<file path="src/rtl/pc_gen_pkg.sv">
// Shared types and constants for the program-counter generator.
// Optional static prediction is enabled with the PCGEN_BTFN_EN macro.
package pc_gen_pkg;

  typedef enum logic [1:0] {
    BOOT = 2'd0,
    RUN  = 2'd1,
    HOLD = 2'd2
  } pc_state_e;

  localparam logic [6:0]  OPC_BRANCH       = 7'b1100011;
  localparam logic [6:0]  OPC_JAL          = 7'b1101111;
  localparam logic [31:0] NOP_INSTR        = 32'h0000_0013;
  localparam logic [31:0] DEF_RESET_VECTOR = 32'h0000_0000;
  localparam logic [31:0] DEF_TRAP_VECTOR  = 32'h0000_0100;

  function automatic logic is_misaligned(input logic [31:0] addr);
    return addr[1:0] != 2'b00;
  endfunction

endpackage

</file>
<file path="src/rtl/pcgen_btfn_pred.sv">
// Static backward-taken/forward-not-taken predictor: decodes B/J immediates
// and forms the predicted target relative to the fetched instruction's PC.
import pc_gen_pkg::*;

module pcgen_btfn_pred (
  input  logic [31:0] if_pc,
  input  logic [31:0] if_instr,
  output logic        taken,
  output logic [31:0] target
);

  logic [31:0] b_imm;
  logic [31:0] j_imm;
  logic        is_branch;
  logic        is_jal;

  assign b_imm = {{20{if_instr[31]}}, if_instr[7], if_instr[30:25], if_instr[11:8], 1'b0};
  assign j_imm = {{12{if_instr[31]}}, if_instr[19:12], if_instr[20], if_instr[30:21], 1'b0};

  assign is_branch = (if_instr[6:0] == OPC_BRANCH);
  assign is_jal    = (if_instr[6:0] == OPC_JAL);

  // Only backward branches (negative offset) are predicted taken; JAL always is.
  always_comb begin
    taken  = 1'b0;
    target = if_pc;
    if (is_jal) begin
      taken  = 1'b1;
      target = if_pc + j_imm;
    end else if (is_branch && if_instr[31]) begin
      taken  = 1'b1;
      target = if_pc + b_imm;
    end
  end

endmodule

</file>
<file path="src/rtl/pc_gen.sv">
// Program-counter generator: trap > redirect > prediction > pc+4, with stall
// absorption of redirects. Define PCGEN_BTFN_EN for static BTFN prediction.
import pc_gen_pkg::*;

module pc_gen #(
  parameter logic [31:0] RESET_VECTOR = DEF_RESET_VECTOR,
  parameter logic [31:0] TRAP_VECTOR  = DEF_TRAP_VECTOR
) (
  input  logic        clk,
  input  logic        rst,
  input  logic        if_stall,
  input  logic        redirect_valid,
  input  logic [31:0] redirect_target,
  input  logic        trap_valid,
  input  logic [31:0] trap_target,
  input  logic [31:0] if_pc,
  input  logic [31:0] if_instr,
  output logic [31:0] pc,
  output logic        flush,
  output logic        misalign_err,
  output logic        pred_taken
);

  pc_state_e   state, state_next;
  logic [31:0] pc_next;
  logic        flush_next;
  logic        misalign_next;
  logic        pend_valid, pend_valid_next;
  logic [31:0] pend_target, pend_target_next;

  logic        event_valid;
  logic [31:0] event_target;
  logic        take_jump;
  logic [31:0] jump_target;
  logic        pred_hit;
  logic [31:0] pred_target;

`ifdef PCGEN_BTFN_EN
  pcgen_btfn_pred u_pred (
    .if_pc   (if_pc),
    .if_instr(if_instr),
    .taken   (pred_hit),
    .target  (pred_target)
  );
`else
  logic unused_fetch;
  assign unused_fetch = ^{if_pc, if_instr};
  assign pred_hit     = 1'b0;
  assign pred_target  = 32'h0000_0000;
`endif

  assign event_valid  = trap_valid | redirect_valid;
  assign event_target = trap_valid ? trap_target : redirect_target;

  always_comb begin
    state_next       = state;
    pc_next          = pc;
    flush_next       = 1'b0;
    misalign_next    = 1'b0;
    pend_valid_next  = pend_valid;
    pend_target_next = pend_target;
    take_jump        = 1'b0;
    jump_target      = pc;
    pred_taken       = 1'b0;

    case (state)
      BOOT: begin
        if (event_valid) begin
          pend_valid_next  = 1'b1;
          pend_target_next = event_target;
          state_next       = HOLD;
        end else begin
          state_next = RUN;
        end
      end
      RUN: begin
        if (if_stall) begin
          if (event_valid) begin
            pend_valid_next  = 1'b1;
            pend_target_next = event_target;
            state_next       = HOLD;
          end
        end else if (event_valid) begin
          take_jump   = 1'b1;
          jump_target = event_target;
        end else if (pred_hit) begin
          take_jump   = 1'b1;
          jump_target = pred_target;
          pred_taken  = 1'b1;
        end else begin
          pc_next = pc + 32'd4;
        end
      end
      HOLD: begin
        // Latest event wins while stalled; a same-cycle event beats the pending one on release.
        if (if_stall) begin
          if (event_valid) begin
            pend_target_next = event_target;
          end
        end else begin
          take_jump       = 1'b1;
          jump_target     = event_valid ? event_target : pend_target;
          pend_valid_next = 1'b0;
          state_next      = RUN;
        end
      end
      default: state_next = BOOT;
    endcase

    if (take_jump) begin
      flush_next = 1'b1;
      if (is_misaligned(jump_target)) begin
        pc_next       = TRAP_VECTOR;
        misalign_next = 1'b1;
      end else begin
        pc_next = jump_target;
      end
    end
  end

  always_ff @(posedge clk) begin
    if (rst) begin
      state        <= BOOT;
      pc           <= RESET_VECTOR;
      flush        <= 1'b0;
      misalign_err <= 1'b0;
      pend_valid   <= 1'b0;
      pend_target  <= 32'h0000_0000;
    end else begin
      state        <= state_next;
      pc           <= pc_next;
      flush        <= flush_next;
      misalign_err <= misalign_next;
      pend_valid   <= pend_valid_next;
      pend_target  <= pend_target_next;
    end
  end

endmodule
</file>
<file path="config.mk">
export PLATFORM = sky130hd
export DESIGN_NAME = pc_gen
export DESIGN_NICKNAME = d
export VERILOG_FILES = /design/src/rtl/pc_gen_pkg.sv /design/src/rtl/pcgen_btfn_pred.sv /design/src/rtl/pc_gen.sv
export SDC_FILE = /design/constraint.sdc
export NUM_CORES = 1
export LEC_CHECK = 0
export BUFFER_PORTS_ARGS = -buffer_cell sky130_fd_sc_hd__buf_2
export CAP_MARGIN = 20
export CORE_ASPECT_RATIO = 1.5
export CORE_MARGIN = 3
export CORE_UTILIZATION = 49
export DETAILED_ROUTE_END_ITERATION = 8
export PLACE_DENSITY = 0.83
export SLEW_MARGIN = 15
export SYNTH_ARGS = -nofsm -noshare
export SYNTH_HDL_FRONTEND = slang
export SYNTH_SLANG_ARGS = --single-unit
export TNS_END_PERCENT = 5
</file>
<file path="constraint.sdc">
create_clock -name clk -period 2.5 [get_ports clk]
set_clock_uncertainty 0.05 [all_clocks]
set_input_delay 0 -clock clk [delete_from_list [all_inputs] [get_ports clk]]
set_output_delay 0 -clock clk [all_outputs]
set_load 0.02 [all_outputs]
</file>
==> results of run 1 <==
-- what timing repair did --
item / 4_1_cts / 5_1_grt
resized for setup: 0 / 11
setup endpoints to repair: 4 / 31
gates cloned: 0 / 1
pin swaps: 0 / 2
setup buffers: 0 / 1
hold endpoints to repair: 3 / 0
hold buffers: 6 / 0
-- cells by family after synthesis --
family,Yosys count
AOI/OAI and AO/OA,172
xor gates and xnor gates,14
adders and majority gates,4
buffers and inverters,53
DFF,68
muxes,25
other,1
and+or+nand+nor,218
-- through the flow --
stage	cell area, µm²	hold WS, ps
6_report	5353	3.758
5_1_grt	5353	38.55
4_1_cts	5288	2.282
3_5_place_dp	4957	276.3
3_3_place_gp	4957	264.9
2_1_floorplan	4189	125.4
-- worst max path at each step --
stage / startpoint / end / slack [ps]
6_report: state[0] / pc[14] / 90
5_1_grt: state[0] / pend_target[26] / -10
3_5_place_dp: state[0] / pc[3] / -7
2_1_floorplan: state[0] / pc[21] / 230
3_3_place_gp: state[0] / pc[3] / 20
4_1_cts: state[0] / pc[3] / -40
-- layer usage --
metal  up-vias  share of wire, %  wire [µm]
li1       2251                 -          -
met1      2174                41       5288
met2       226                49       6332
met3        29               7.2        928
met4         0               2.4        313
met5         -                 0          0
-- cell type report --
class	count	area (µm²)	share of cell area, %
clock buffer	13	260.3	4.862
inverter	7	26.28	0.4909
multi-input combinational	434	2640	49.32
tap	105	131.4	2.454
clock inverter	2	10.01	0.1870
timing repair buffer	146	923.4	17.25
sequential	68	1361	25.43
-- report_power, final --
group          internal [W]  total (W)  leakage [nW]  switching (W)
combinational      0.000846    0.00195          1.52        0.00110
sequential          0.00134    0.00148         0.556       0.000138
clock              0.000716    0.00117         0.135       0.000458
-- layout by cell type, fill, tap and decap left out, drive strengths merged, types with 4 or more instances in the layout --
cell	synthesis	final
dlygate4sd3	0	6
mux2i	21	21
nand2	47	47
buf	25	139
ha	4	4
a22oi	9	9
clkbuf	21	14
nor2b	12	12
nor3	30	30
dfxtp	68	68
inv	7	7
nand2b	5	5
a221oi	16	16
and3	6	6
a21oi	43	43
nand4	6	6
a211oi	26	26
o21ai	40	40
nand3	21	21
mux2	4	4
xnor2	12	12
nor2	74	74
o22ai	12	12
-- worst register-to-register path, stage by stage (launching register included) --
cell and delay, ps:
dfxtp_1 330, buf_4 120, ha_2 210, or3b_1 390, a221oi_2 280, or2_4 210
a211oi_2 60, buf_12 180, a221oi_1 370, nor3_1 90
-- flip-flops by register name (all words and copies together) (netlist names) --
| signal | flops |
|---|---|
| pend_target | 32 |
| state | 2 |
| flush | 1 |
| pc | 32 |
| misalign_err | 1 |
==> flow_summary.yaml, run 1 <==
outcome:
  outcome: "finished, final reports clean"
finish:
  final_core_utilization_pct: 65.61
  fillers: 733
  fin_nets: 803
  drive_gt1_share_pct: 26.27
  syn_to_final_growth_pct: 27.78
  instances_no_fill: 775
  antennaDiodeCount: 0
sta:
  worst_pin_slew_ps: 718.6
  final_hold_viol_count: 0
  layout_setup_ws_ps: 85.28
  fin_crit_sh_pct: 96.59
  setup_violations: 0
  rsz0062_at_grt: "yes"
  min_period_ps: 2415
  timing.fmax_mhz: 414.1
  slew_headroom_pct: 52.09
  maxSlewViolCount: 0
  final.setup.tns_ps: 0
global_route:
  antenna_found_initial: 0
  grt_overflow: 0
  grt_max_degree: 38
  grt_usage_pct: 26.62
  globalRouteMet3Util_pct: 5.068
  grtUsageMet2_pct: 42.81
  grtUsageMet1_pct: 34.40
  grt_pass1_vias: 4280
  grt_pass1_wl_um: 20400
  busiest_layer: "met2"
route:
  detail_route.vias_per_cell: 6.039
  wl_per_cell_um: 16.60
  drc: 0
  drtIter0Drc: 364
  first_pass_iters: 5
  dr_total_vias: 4680
  ant_nets: 0
  drt_wl_total_um: 12860
synth:
  synth_area_um2: 4189
  synth_top_family_by_area: "compound AO/OA/AOI/OAI gates"
  synth.most_common_cell: "nor2_1"
  ys_seq_area_share_pct: 32.50
  ys_seq_elements: 68
  synthAdderAreaFrac_pct: 1.195
  synth_cell_types: 55
  ys.flop_type: "dfxtp_1"
  synth_area_leader_cell: "dfxtp_1"
  yosys.area.top_type_share_pct: 32.50
  syn-num-nets: 692
  avgSynthCellArea_um2: 7.548
  synth.area.top_cells: "dfxtp_1 32%, nor2_1 6.5%, a21oi_1 5.1%"
  ys_warn_count: 0
  synth_compound_area_share_pct: 27.12
  synth-edff-count: 0
  synth-simple-area-share_pct: 24.76
  synthMuxAreaShare_pct: 6.093
  synthTopCellsByCount: "72 x nor2_1, 68 x dfxtp_1, 47 x nand2_1"
  async_flop_share_pct: 0
  yosys.area_share.xor_xnor_pct: 2.927
  synth_cells: 555
die:
  dieArea_um2: 9717
  rows: 40
  die_x_um: 81.50
  io-pin-count: 168
  coreArea_um2: 8158
  die_h_um: 119.2
  start_util_pct: 51.35
placement:
  gp_congestion: 0.9425
  dp_slack_ps: -6.673
  dp_hpwl_um: 9135
  io_buffer_count: 102
  dp_cells: 752
clock_tree:
  cts_tree: "done"
  clockRootBuffer: "clkbuf_16"
  cts.sinks: 68
  clk_latency_ps: 340
  cts_inserted_buffers: 9
  clk_pin_slew_worst_paths_ps: 50
  htree_num_levels: 3
  clockBufferDepth: 2
power_and_ir_drop:
  irDropWorstVdd_mv: 0.5681
  p_total_w: 0.004598
  leakagePower_nw: 2.207
  cellPowerDensity_nw_per_um2: 859.1
setup_path:
  path_depth: 9
  r2r_end: "pc[14]"
  worst_r2r_startpoint: "state[0]"
  ff2ff_path_depth: 9
  crit_path_max_fanout: 21
  critPathLaunchType: "flip-flop"
  rrSetupSlack_ps: 90
  cp.arrival_ps: 2580
  worstPathCellList: "buf_4 -> ha_2 -> or3b_1 -> a221oi_2 -> or2_4 -> a211oi_2 -> buf_12 -> a221oi_1 -> nor3_1"
  path_buf_inv: 2
  end_kind: "flip-flop"
  critPathTopFamily: "compound AO/OA/AOI/OAI gates"
  cp.required_ps: 2660
  worst-setup-path-type: "reg -> reg"
  slowest_delay_ps: 390
  slowest_stage: "or3b_1"
job:
  drv_cap: 0
hold_path:
  hold_path_class: "in -> reg"
  min_from: "redirect_target[25]"
  worstHoldPathCells: 3
  holdPathEnd: "pend_target[25]"
Power figures use the tool's default switching activity.
==> inputs of run 2 (changes only) <==
--- a/config.mk
+++ b/config.mk
@@ -12,6 +12,7 @@
 export CORE_UTILIZATION = 49
 export DETAILED_ROUTE_END_ITERATION = 8
 export PLACE_DENSITY = 0.83
+export RECOVER_POWER = 25
 export SLEW_MARGIN = 15
 export SYNTH_ARGS = -nofsm -noshare
 export SYNTH_HDL_FRONTEND = slang
==> flow_summary.yaml, run 2 (same netlist as run 1, synthesis figures left out) <==
global_route:
  antenna_found_initial: 0
  grt_max_degree: 38
  grt_overflow: 0
  grt_usage_pct: 26.62
  grt_pass1_wl_um: 20400
  grt_pass1_vias: 4280
sta:
  timing.fmax_mhz: 416.2
  rsz0062_at_grt: "yes"
  worst_pin_slew_ps: 712.6
  setup_violations: 0
  hold_ws_ps: 4.912
  final_hold_viol_count: 0
  maxSlewViolCount: 0
  fin_crit_sh_pct: 96.11
  final.setup.tns_ps: 0
  slew_headroom_pct: 52.49
  min_period_ps: 2403
route:
  wl_per_cell_um: 16.72
  ant_nets: 0
  drtIter0Drc: 380
  first_pass_iters: 5
  drc: 0
  drt_wl_total_um: 12960
  detail_route.vias_per_cell: 6.045
  dr_total_vias: 4685
setup_path:
  end_kind: "flip-flop"
  ff2ff_path_depth: 9
  rrSetupSlack_ps: 100
  r2r_end: "pc[14]"
  cp.required_ps: 2660
  endpoint: "pc[14]"
  crit_path_max_fanout: 21
  critPathLaunch: "state[0]"
  cp.arrival_ps: 2560
  worst_r2r_startpoint: "state[0]"
  worst-setup-path-type: "reg -> reg"
  critPathLaunchType: "flip-flop"
placement:
  gp_congestion: 0.9425
  io_buffer_count: 102
  dp_hpwl_um: 9135
  placedInstanceArea_um2: 4957
  dp_cells: 752
die:
  dieArea_um2: 9717
  io-pin-count: 168
  coreArea_um2: 8158
  die_h_um: 119.2
  rows: 40
  die_x_um: 81.50
  start_util_pct: 51.35
power_and_ir_drop:
  cellPowerDensity_nw_per_um2: 863.9
  leakagePower_nw: 2.097
  irDropWorstVdd_mv: 0.5656
clock_tree:
  clockRootBuffer: "clkbuf_16"
  clk_latency_ps: 330
  cts.sinks: 68
  clockBufferDepth: 2
  htree_num_levels: 3
  clk_pin_slew_worst_paths_ps: 50
  cts_inserted_buffers: 9
  cts_tree: "done"
job:
  drv_cap: 0
finish:
  mostFrequentLayoutCell: "buf_2"
  antennaDiodeCount: 0
  reg_top3: "pc x32, pend_target x32, state x2"
  fin_nets: 803
  drive_gt1_share_pct: 22.54
  instances_no_fill: 775
  syn_to_final_growth_pct: 27.03
  mostFrequentLayoutCells: "77 x buf_2, 70 x nor2_1, 68 x dfxtp_1"
  design_area_um2: 5321
outcome:
  outcome: "finished, final reports clean"
hold_path:
  hold_path_class: "in -> reg"
[run 2: metal layers]
metal  track usage [%]  share of wire [%]
met5                 0                  0
met3             5.068                6.5
met2             42.81                 49
met1             34.40                 42
met4             10.57                2.5
[run 2: area by class of cell]
type                       count  area [µm²]
multi-input combinational    434        2640
inverter                       7       26.28
sequential                    68        1361
clock inverter                 2       10.01
clock buffer                  13       260.3
timing repair buffer         146       892.1
tap                          105       131.4
fill                         736        2836
[run 2: metrics by stage]
stage                     worst slack, ps  total power, W  util [%]
after floorplan                     227.5        0.002640         -
after global placement              21.56        0.003191     60.77
after detailed placement           -6.673        0.003261     60.77
after CTS                          -43.81        0.004450     64.82
after global routing               -11.34        0.004849     65.23
final                               97.34        0.004597     65.23
[run 2: worst max-delay path, cell delays in order, from the launching register on]
cell and delay, ps:
dfxtp_1 330, buf_4 120, ha_2 210, or3b_1 390, a221oi_2 280, or2_4 210, a211oi_2 60, buf_12 180
a221oi_1 360, nor3_1 90
[run 2: worst min-delay path by stage]
| stage | slack, ps | cells past startpoint | endpoint | startpoint |
|---|---|---|---|---|
| after detailed placement | 280 | 3 | pend_target[26] | redirect_target[26] |
| after global routing | 40 | 3 | pend_target[15] | redirect_target[15] |
| final | 5 | 3 | pend_target[25] | redirect_target[25] |
| after floorplan | 130 | 2 | pend_target[21] | redirect_target[21] |
| after CTS | 2 | 3 | pend_target[25] | redirect_target[25] |
| after global placement | 260 | 3 | pend_target[26] | redirect_target[26] |
[run 2: power breakdown]
part / total (W) / internal [W] / switching [W]
Clock: 0.00117 / 0.000717 / 0.000457
Sequential: 0.00148 / 0.00134 / 0.000140
Combinational: 0.00195 / 0.000842 / 0.00110
Total: 0.00460 / 0.00290 / 0.00170
[run 2: timing repair]
action                     CTS  global route
resized for setup            0            11
hold buffers                 6             0
hold endpoints to repair     3             0
pin swaps                    0             2
buffers inserted             0             1
setup endpoints to repair    4            31
gates cloned                 0             1
